### src/rtl/hazard_stall_ctrl_if.sv
// Pipeline <-> hazard controller bundle: hazard inputs from the ID/EX/MEM stages,
// stage-enable/flush controls and performance counters back to the pipeline.
interface hazard_stall_ctrl_if #(
  parameter int CNT_W = 32
);
  logic [4:0]       ID_rs;
  logic [4:0]       ID_rt;
  logic             ID_UseRt;
  logic             ID_Jump;
  logic [4:0]       EX_rt;
  logic             EX_MemRead;
  logic             EX_BranchTaken;
  logic             MEM_MemAccess;
  logic             mem_ready;
  logic             PC_Write;
  logic             IF_ID_Write;
  logic             IF_ID_Flush;
  logic             ID_EX_Flush;
  logic             EX_MEM_Hold;
  logic             MEM_WB_Bubble;
  logic [CNT_W-1:0] stall_cnt;
  logic [CNT_W-1:0] flush_cnt;
  logic             mem_timeout;

  modport master (
    output ID_rs, ID_rt, ID_UseRt, ID_Jump, EX_rt, EX_MemRead, EX_BranchTaken,
           MEM_MemAccess, mem_ready,
    input  PC_Write, IF_ID_Write, IF_ID_Flush, ID_EX_Flush, EX_MEM_Hold,
           MEM_WB_Bubble, stall_cnt, flush_cnt, mem_timeout
  );

  modport slave (
    input  ID_rs, ID_rt, ID_UseRt, ID_Jump, EX_rt, EX_MemRead, EX_BranchTaken,
           MEM_MemAccess, mem_ready,
    output PC_Write, IF_ID_Write, IF_ID_Flush, ID_EX_Flush, EX_MEM_Hold,
           MEM_WB_Bubble, stall_cnt, flush_cnt, mem_timeout
  );
endinterface

### src/rtl/hazard_stall_ctrl.sv
// Pipeline hazard controller: memory-wait stall FSM with timeout, load-use bubble,
// branch/jump flushes, and stall/flush performance counters.
module hazard_stall_ctrl #(
  parameter int TIMEOUT = 16,
  parameter int CNT_W   = 32
) (
  input  logic                clk,
  input  logic                reset,
  hazard_stall_ctrl_if.slave  hz
);

  typedef enum logic [0:0] {RUN = 1'b0, MEM_WAIT = 1'b1} state_t;

  localparam int                WAIT_W   = $clog2(TIMEOUT + 1);
  localparam logic [WAIT_W-1:0] WAIT_MAX = WAIT_W'(TIMEOUT);

  state_t            state_r, state_s;
  logic [WAIT_W-1:0] wait_cnt_r, wait_nxt_s;
  logic [CNT_W-1:0]  stall_cnt_r, flush_cnt_r;
  logic              mem_timeout_r;
  logic              mem_stall_s, load_use_s, flush_evt_s;
  logic              pc_write_s, if_id_write_s, if_id_flush_s;
  logic              id_ex_flush_s, ex_mem_hold_s, mem_wb_bubble_s;

  // Hazard detection: memory stall depends on state, load-use on the EX/ID registers
  always_comb begin
    mem_stall_s = 1'b0;
    load_use_s  = 1'b0;
    if (state_r == MEM_WAIT) begin
      mem_stall_s = !hz.mem_ready;
    end else begin
      mem_stall_s = hz.MEM_MemAccess && !hz.mem_ready;
    end
    if (hz.EX_MemRead && (hz.EX_rt != 5'd0)) begin
      load_use_s = (hz.EX_rt == hz.ID_rs) || (hz.ID_UseRt && (hz.EX_rt == hz.ID_rt));
    end else begin
      load_use_s = 1'b0;
    end
  end

  // Priority resolution of the pipeline controls; a released MEM_WAIT falls through to RUN rules
  always_comb begin
    pc_write_s      = 1'b1;
    if_id_write_s   = 1'b1;
    if_id_flush_s   = 1'b0;
    id_ex_flush_s   = 1'b0;
    ex_mem_hold_s   = 1'b0;
    mem_wb_bubble_s = 1'b0;
    if (mem_stall_s) begin
      pc_write_s      = 1'b0;
      if_id_write_s   = 1'b0;
      ex_mem_hold_s   = 1'b1;
      mem_wb_bubble_s = 1'b1;
    end else if (hz.EX_BranchTaken) begin
      if_id_flush_s = 1'b1;
      id_ex_flush_s = 1'b1;
    end else if (load_use_s) begin
      pc_write_s    = 1'b0;
      if_id_write_s = 1'b0;
      id_ex_flush_s = 1'b1;
    end else if (hz.ID_Jump) begin
      if_id_flush_s = 1'b1;
    end else begin
      pc_write_s    = 1'b1;
      if_id_write_s = 1'b1;
    end
    // only branch and jump drive IF/ID flush, so it marks exactly the counted flush events
    flush_evt_s = if_id_flush_s;
  end

  // Next state and wait-counter value
  always_comb begin
    state_s    = state_r;
    wait_nxt_s = wait_cnt_r;
    case (state_r)
      RUN: begin
        if (hz.MEM_MemAccess && !hz.mem_ready) begin
          state_s    = MEM_WAIT;
          wait_nxt_s = {WAIT_W{1'b0}};
        end else begin
          state_s = RUN;
        end
      end
      MEM_WAIT: begin
        if (hz.mem_ready) begin
          state_s = RUN;
        end else if (wait_cnt_r != WAIT_MAX) begin
          state_s    = MEM_WAIT;
          wait_nxt_s = wait_cnt_r + WAIT_W'(1);
        end else begin
          state_s = MEM_WAIT;
        end
      end
      default: begin
        state_s    = RUN;
        wait_nxt_s = {WAIT_W{1'b0}};
      end
    endcase
  end

  // State and wait-counter registers
  always_ff @(posedge clk or posedge reset) begin
    if (reset) begin
      state_r    <= RUN;
      wait_cnt_r <= {WAIT_W{1'b0}};
    end else begin
      state_r    <= state_s;
      wait_cnt_r <= wait_nxt_s;
    end
  end

  // Performance counters (wrap naturally) and sticky timeout flag
  always_ff @(posedge clk or posedge reset) begin
    if (reset) begin
      stall_cnt_r   <= {CNT_W{1'b0}};
      flush_cnt_r   <= {CNT_W{1'b0}};
      mem_timeout_r <= 1'b0;
    end else begin
      if (!pc_write_s) begin
        stall_cnt_r <= stall_cnt_r + CNT_W'(1);
      end
      if (flush_evt_s) begin
        flush_cnt_r <= flush_cnt_r + CNT_W'(1);
      end
      if ((state_r == MEM_WAIT) && (wait_nxt_s == WAIT_MAX)) begin
        mem_timeout_r <= 1'b1;
      end
    end
  end

  assign hz.PC_Write      = pc_write_s;
  assign hz.IF_ID_Write   = if_id_write_s;
  assign hz.IF_ID_Flush   = if_id_flush_s;
  assign hz.ID_EX_Flush   = id_ex_flush_s;
  assign hz.EX_MEM_Hold   = ex_mem_hold_s;
  assign hz.MEM_WB_Bubble = mem_wb_bubble_s;
  assign hz.stall_cnt     = stall_cnt_r;
  assign hz.flush_cnt     = flush_cnt_r;
  assign hz.mem_timeout   = mem_timeout_r;

endmodule

### src/flat_wrapper.sv
// flat-port wrapper written by rule: the top's interface ports become plain ports
module hazard_stall_ctrl_flat 
#(
  parameter int TIMEOUT = 16,
  parameter int CNT_W   = 32
)
  (clk, reset, hz_ID_rs, hz_ID_rt, hz_ID_UseRt, hz_ID_Jump, hz_EX_rt, hz_EX_MemRead, hz_EX_BranchTaken, hz_MEM_MemAccess, hz_mem_ready, hz_PC_Write, hz_IF_ID_Write, hz_IF_ID_Flush, hz_ID_EX_Flush, hz_EX_MEM_Hold, hz_MEM_WB_Bubble, hz_stall_cnt, hz_flush_cnt, hz_mem_timeout);
  hazard_stall_ctrl_if #(.CNT_W(CNT_W)) hz_i ();
  input  logic clk;
  input  logic reset;
  input wire logic [$bits(hz_i.ID_rs)-1:0] hz_ID_rs;
  input wire logic [$bits(hz_i.ID_rt)-1:0] hz_ID_rt;
  input wire logic [$bits(hz_i.ID_UseRt)-1:0] hz_ID_UseRt;
  input wire logic [$bits(hz_i.ID_Jump)-1:0] hz_ID_Jump;
  input wire logic [$bits(hz_i.EX_rt)-1:0] hz_EX_rt;
  input wire logic [$bits(hz_i.EX_MemRead)-1:0] hz_EX_MemRead;
  input wire logic [$bits(hz_i.EX_BranchTaken)-1:0] hz_EX_BranchTaken;
  input wire logic [$bits(hz_i.MEM_MemAccess)-1:0] hz_MEM_MemAccess;
  input wire logic [$bits(hz_i.mem_ready)-1:0] hz_mem_ready;
  output wire logic [$bits(hz_i.PC_Write)-1:0] hz_PC_Write;
  output wire logic [$bits(hz_i.IF_ID_Write)-1:0] hz_IF_ID_Write;
  output wire logic [$bits(hz_i.IF_ID_Flush)-1:0] hz_IF_ID_Flush;
  output wire logic [$bits(hz_i.ID_EX_Flush)-1:0] hz_ID_EX_Flush;
  output wire logic [$bits(hz_i.EX_MEM_Hold)-1:0] hz_EX_MEM_Hold;
  output wire logic [$bits(hz_i.MEM_WB_Bubble)-1:0] hz_MEM_WB_Bubble;
  output wire logic [$bits(hz_i.stall_cnt)-1:0] hz_stall_cnt;
  output wire logic [$bits(hz_i.flush_cnt)-1:0] hz_flush_cnt;
  output wire logic [$bits(hz_i.mem_timeout)-1:0] hz_mem_timeout;
  assign hz_i.ID_rs = hz_ID_rs;
  assign hz_i.ID_rt = hz_ID_rt;
  assign hz_i.ID_UseRt = hz_ID_UseRt;
  assign hz_i.ID_Jump = hz_ID_Jump;
  assign hz_i.EX_rt = hz_EX_rt;
  assign hz_i.EX_MemRead = hz_EX_MemRead;
  assign hz_i.EX_BranchTaken = hz_EX_BranchTaken;
  assign hz_i.MEM_MemAccess = hz_MEM_MemAccess;
  assign hz_i.mem_ready = hz_mem_ready;
  assign hz_PC_Write = hz_i.PC_Write;
  assign hz_IF_ID_Write = hz_i.IF_ID_Write;
  assign hz_IF_ID_Flush = hz_i.IF_ID_Flush;
  assign hz_ID_EX_Flush = hz_i.ID_EX_Flush;
  assign hz_EX_MEM_Hold = hz_i.EX_MEM_Hold;
  assign hz_MEM_WB_Bubble = hz_i.MEM_WB_Bubble;
  assign hz_stall_cnt = hz_i.stall_cnt;
  assign hz_flush_cnt = hz_i.flush_cnt;
  assign hz_mem_timeout = hz_i.mem_timeout;
  hazard_stall_ctrl #(.TIMEOUT(TIMEOUT), .CNT_W(CNT_W)) u_core (.clk(clk), .reset(reset), .hz(hz_i));
endmodule
### config.mk
export PLATFORM = sky130hd
export DESIGN_NAME = hazard_stall_ctrl_flat
export DESIGN_NICKNAME = d
export VERILOG_FILES = /design/src/rtl/hazard_stall_ctrl_if.sv /design/src/rtl/hazard_stall_ctrl.sv /design/src/flat_wrapper.sv
export SDC_FILE = /design/constraint.sdc
export NUM_CORES = 1
export LEC_CHECK = 0
export CAP_MARGIN = 20
export CORE_MARGIN = 5
export CORE_UTILIZATION = 35
export DETAILED_ROUTE_END_ITERATION = 8
export GPL_ROUTABILITY_DRIVEN = 0
export PLACE_DENSITY = 0.6
export SLEW_MARGIN = 20
export SYNTH_ARGS = -nofsm -noshare
export SYNTH_HDL_FRONTEND = slang
export SYNTH_SLANG_ARGS = --single-unit
### constraint.sdc
create_clock -name clk -period 2.35 [get_ports clk]
set_clock_uncertainty 0.15 [all_clocks]
set_input_delay 0.47 -clock clk [delete_from_list [all_inputs] [get_ports clk]]
set_output_delay 0.47 -clock clk [all_outputs]
set_load 0.02 [all_outputs]
==> insert_results.sql <==
INSERT INTO impl_metrics (metric_group, metric, value, unit) VALUES
('run_status', 'run_status', 'finished, final reports clean', ''),
('global_routing', 'pin_count_of_the_biggest_net_entering_global_routing', '72', ''),
('global_routing', 'antenna_found_initial', '0', ''),
('final_layout', 'nNetsFinal', '473', ''),
('synthesis', 'synthDistinctLibCells', '46', ''),
('clock_network', 'cts_max_path_bufs', '2', ''),
('clock_network', 'worstSkewPairLatency', '0.34', 'ns'),
('synthesis', 'summed_instance_area_of_the_synthesized_netlist', '3532', 'sq um'),
('timing', 'fmaxAchievable', '0.4300', 'GHz'),
('floorplan', 'num_rows', '36', ''),
('clock_network', 'tritoncts.num_buffers', '9', ''),
('setup_path', 'rr_startpoint', 'u_core.hz.flush_cnt[1]', ''),
('hold_path', 'timing.hold.worst.start', 'u_core.hz.flush_cnt[31]', ''),
('timing', 'rsz_0062_raised_after_global_routing', 'true', ''),
('timing', 'count_of_pins_over_their_slew_limit', '0', ''),
('clock_network', 'cts.root.buffer_cell', 'sky130_fd_sc_hd__clkbuf_8', ''),
('routing', 'drt_first_pass_iters', '4', ''),
('hold_path', 'timing.hold.worst_path_depth', '1', ''),
('setup_path', 'largest_fanout_of_any_net_on_the_critical_path', '3', ''),
('timing', 'fin_crit_sh', '0.9896', ''),
('final_layout', 'syn2layout_area_growth', '43.89', '%'),
('global_routing', 'grt_pass1_vias', '2895', ''),
('floorplan', 'coreArea', '9819', 'sq um'),
('synthesis', 'syn-instance-count', '323', ''),
('synthesis', 'synth_async_sr_flop_share', '1.000', ''),
('floorplan', 'fp.dieArea', '12200', 'sq um'),
('routing', 'drt_first_iter_violations', '115', ''),
('routing', 'wl', '8227', 'microns'),
('routing', 'post_drt_via_cell_ratio', '4.755', ''),
('synthesis', 'synth-seq-area-share', '0.5030', ''),
('timing', 'final_min_period', '2.326', 'ns'),
('synthesis', 'synth.yosys.warnings', '0', ''),
('synthesis', 'syn_nets', '350', ''),
('floorplan', 'io-pin-count', '94', ''),
('global_routing', 'grt_pass1_wl', '14250', 'microns'),
('clock_network', 'cts-htree-levels', '3', ''),
('synthesis', 'synth_fa_ha_area_frac', '0.01417', ''),
('synthesis', 'synth_ff_type', 'sky130_fd_sc_hd__dfrtp_1', ''),
('setup_path', 'worstSetupStartpointType', 'input pin', ''),
('final_layout', 'post_route_cells_drive_above_1_share', '0.1889', ''),
('final_layout', 'filler_cells', '947', ''),
('placed_design', 'detailed_place_hpwl', '5834', 'microns'),
('power', 'power_density', '682.2', 'nW/um^2'),
('timing', 'tightestPinTransition', '0.4542', 'ns'),
('synthesis', 'compound_cell_area_share_of_the_yosys_netlist', '0.04570', ''),
('setup_path', 'worstRegToRegCells', '5', ''),
('placed_design', 'detailedPlace.worstSlack', '-0.8369', 'ns'),
('run', 'maxCapViolations', '0', ''),
('routing', 'detail-route-antenna-nets', '0', ''),
('power', 'ir_drop_worst_vdd', '315.9', 'uV'),
('power', 'leakagePower', '0.002176', 'uW'),
('floorplan', 'die_width', '110.5', 'microns'),
('synthesis', 'synth.ff_latch_count', '71', ''),
('hold_path', 'endpoint_of_the_worst_hold_timing_path', 'u_core.hz.flush_cnt[31]', ''),
('synthesis', 'combinational_family_with_the_most_area_after_synthesis', 'simple AND/OR/NAND/NOR gates', ''),
('setup_path', 'regToRegSetupSlack', '0.18', 'ns'),
('routing', 'detailed_route_via_count', '2772', ''),
('global_routing', 'grt_use_total', '0.1390', ''),
('final_layout', 'num_antenna_cells', '0', ''),
('clock_network', 'tritoncts_num_sinks', '71', ''),
('timing', 'setup_violations', '0', ''),
('timing', 'worst_slack', '0.02435', 'ns'),
('synthesis', 'synth-simple-area-share', '0.2214', ''),
('synthesis', 'muxShareOfSynthArea', '0.003188', ''),
('clock_network', 'clock_tree_from_tritoncts', 'built', ''),
('synthesis', 'synth.avg_cell_area', '10.94', 'sq um'),
('synthesis', 'synthesized_area_fraction_occupied_by_xor_and_xnor_cells', '0.1785', ''),
('timing', 'final_hold_viol_count', '0', ''),
('synthesis', 'edff_count_synth', '0', ''),
('global_routing', 'grt-ovfl-total', '0', ''),
('setup_path', 'worst_ep_required_time', '1.73', 'ns');
## registers in the layout (all words and copies together) (netlist names)
| signal | flops |
|---|---|
| u_core.hz.stall_cnt | 32 |
| u_core.wait_cnt_r | 5 |
| u_core.hz.flush_cnt | 32 |
| u_core.state_r | 1 |
| u_core.hz.mem_timeout | 1 |
## power breakdown
part	total [uW]	switching [uW]	internal, uW
sequential	1540	177	1360
clock	1060	465	594
combinational	871	432	438
total	3470	1070	2390
## per-stage QoR
step	area, sq um	utilization	hold slack, ns	TNS, ns	instances
after global placement	4776	0.4864	0.3112	-25.71	563
final	5082	0.5176	0.3165	0	583
after global routing	5082	0.5176	0.3299	-0.1399	583
after floorplan	3561	-	0.3294	-0.05933	323
after detailed placement	4776	0.4864	0.3088	-27.40	563
after CTS	4996	0.5088	0.3215	-0.08590	580
## per-layer routing
| metal | track usage | vias up | wire length, microns |
|---|---|---|---|
| li1 | - | 1355 | - |
| met2 | 0.2164 | 61 | 3790 |
| met5 | 0 | - | 0 |
| met3 | 0.04759 | 10 | 443 |
| met1 | 0.1805 | 1346 | 3883 |
| met4 | 0.04762 | 0 | 109 |
## layout by cell type (no fill, tap or decap), types with 2 or more instances in the layout
cell type                         instances
sky130_fd_sc_hd__clkdlybuf4s50_1         72
sky130_fd_sc_hd__dfrtp_1                 71
sky130_fd_sc_hd__xnor2_1                 43
sky130_fd_sc_hd__xor2_1                  26
sky130_fd_sc_hd__nand2_1                 25
sky130_fd_sc_hd__buf_4                   25
sky130_fd_sc_hd__nand3_1                 23
sky130_fd_sc_hd__nor2_1                  16
sky130_fd_sc_hd__nand4_1                 15
sky130_fd_sc_hd__inv_1                   12
sky130_fd_sc_hd__and3_1                   9
sky130_fd_sc_hd__nor3_1                   9
sky130_fd_sc_hd__clkbuf_8                 9
sky130_fd_sc_hd__dlygate4sd2_1            8
sky130_fd_sc_hd__and4_1                   7
sky130_fd_sc_hd__buf_6                    7
sky130_fd_sc_hd__nor3_2                   4
sky130_fd_sc_hd__o21ai_4                  4
sky130_fd_sc_hd__and2_1                   4
sky130_fd_sc_hd__ha_1                     4
sky130_fd_sc_hd__buf_2                    4
sky130_fd_sc_hd__nor4_2                   3
sky130_fd_sc_hd__clkinvlp_4               3
sky130_fd_sc_hd__inv_2                    2
sky130_fd_sc_hd__nor3_4                   2
sky130_fd_sc_hd__or2_2                    2
sky130_fd_sc_hd__nor4_1                   2
sky130_fd_sc_hd__o21ai_0                  2
sky130_fd_sc_hd__o41ai_1                  2
sky130_fd_sc_hd__o22ai_1                  2
sky130_fd_sc_hd__bufinv_16                2
sky130_fd_sc_hd__clkbuf_2                 2
## critical path, cell delays in order
cell and delay (ns):
sky130_fd_sc_hd__buf_6 0.10, sky130_fd_sc_hd__or4_4 0.54, sky130_fd_sc_hd__o21ai_4 0.16, sky130_fd_sc_hd__or2_4 0.18, sky130_fd_sc_hd__o21ai_4 0.08, sky130_fd_sc_hd__inv_2 0.07, sky130_fd_sc_hd__buf_6 0.11
## cell families after synthesis
| kind of cell | after synthesis |
|---|---|
| xor gates and xnor gates | 72 |
| DFF | 71 |
| adders and majority gates | 4 |
| muxes | 1 |
| buffers and inverters | 24 |
| and+or+nand+nor | 133 |
| AOI/OAI and AO/OA | 18 |
## worst max-delay path by stage
stage / slack [ns] / end / startpoint
detailed placement: -0.84 / hz_IF_ID_Flush / hz_EX_rt[3]
CTS: -0.05 / hz_ID_EX_Flush / hz_ID_rt[2]
global placement: -0.82 / hz_IF_ID_Flush / hz_EX_rt[3]
floorplan: -0.06 / hz_PC_Write / hz_EX_rt[0]
finish: 0.02 / hz_IF_ID_Flush / hz_EX_rt[3]
global route: -0.04 / hz_ID_EX_Flush / hz_ID_rt[1]
## Yosys cell counts (2+ instances only)
library cell	count	area (sq um)
sky130_fd_sc_hd__dfrtp_1	71	1777
sky130_fd_sc_hd__xnor2_1	44	385.4
sky130_fd_sc_hd__xor2_1	28	245.2
sky130_fd_sc_hd__nand2_1	25	93.84
sky130_fd_sc_hd__nand3_1	23	115.1
sky130_fd_sc_hd__nor2_1	16	60.06
sky130_fd_sc_hd__nand4_1	15	93.84
sky130_fd_sc_hd__inv_1	14	52.55
sky130_fd_sc_hd__nor3_1	10	50.05
sky130_fd_sc_hd__and3_1	9	56.30
sky130_fd_sc_hd__and4_1	7	61.31
sky130_fd_sc_hd__and2_1	4	25.02
sky130_fd_sc_hd__ha_1	4	50.05
sky130_fd_sc_hd__buf_2	3	15.01
sky130_fd_sc_hd__buf_4	3	22.52
sky130_fd_sc_hd__nor3_2	3	30.03
sky130_fd_sc_hd__nor4_1	3	18.77
sky130_fd_sc_hd__nor4_2	3	37.54
sky130_fd_sc_hd__o22ai_1	3	18.77
sky130_fd_sc_hd__or2_2	3	18.77
sky130_fd_sc_hd__buf_6	2	22.52
sky130_fd_sc_hd__nor3_4	2	32.53
sky130_fd_sc_hd__o21ai_0	2	10.01
sky130_fd_sc_hd__o21ai_2	2	17.52
sky130_fd_sc_hd__o21ai_4	2	32.53
sky130_fd_sc_hd__o41ai_1	2	17.52
## what timing repair did
action                                  4_1_cts  5_1_grt
hold buffers                                  0        0
cloned                                        0        1
setup buffers                                 2        2
endpoints found under the hold margin         0        0
pin swaps                                    13       10
resized for setup                            64       15
endpoints found under the setup margin       40        8
## area by class of cell
class	instances	area [sq um]	area share
inverter	15	60.06	0.01182
sequential	71	1777	0.3496
clock buffer	10	127.6	0.02511
multi-input combinational	228	1735	0.3415
tap	133	166.4	0.03274
timing repair buffer	121	1132	0.2228
clock inverter	5	83.83	0.01649
Note: power is estimated with default switching activity, not from simulation.
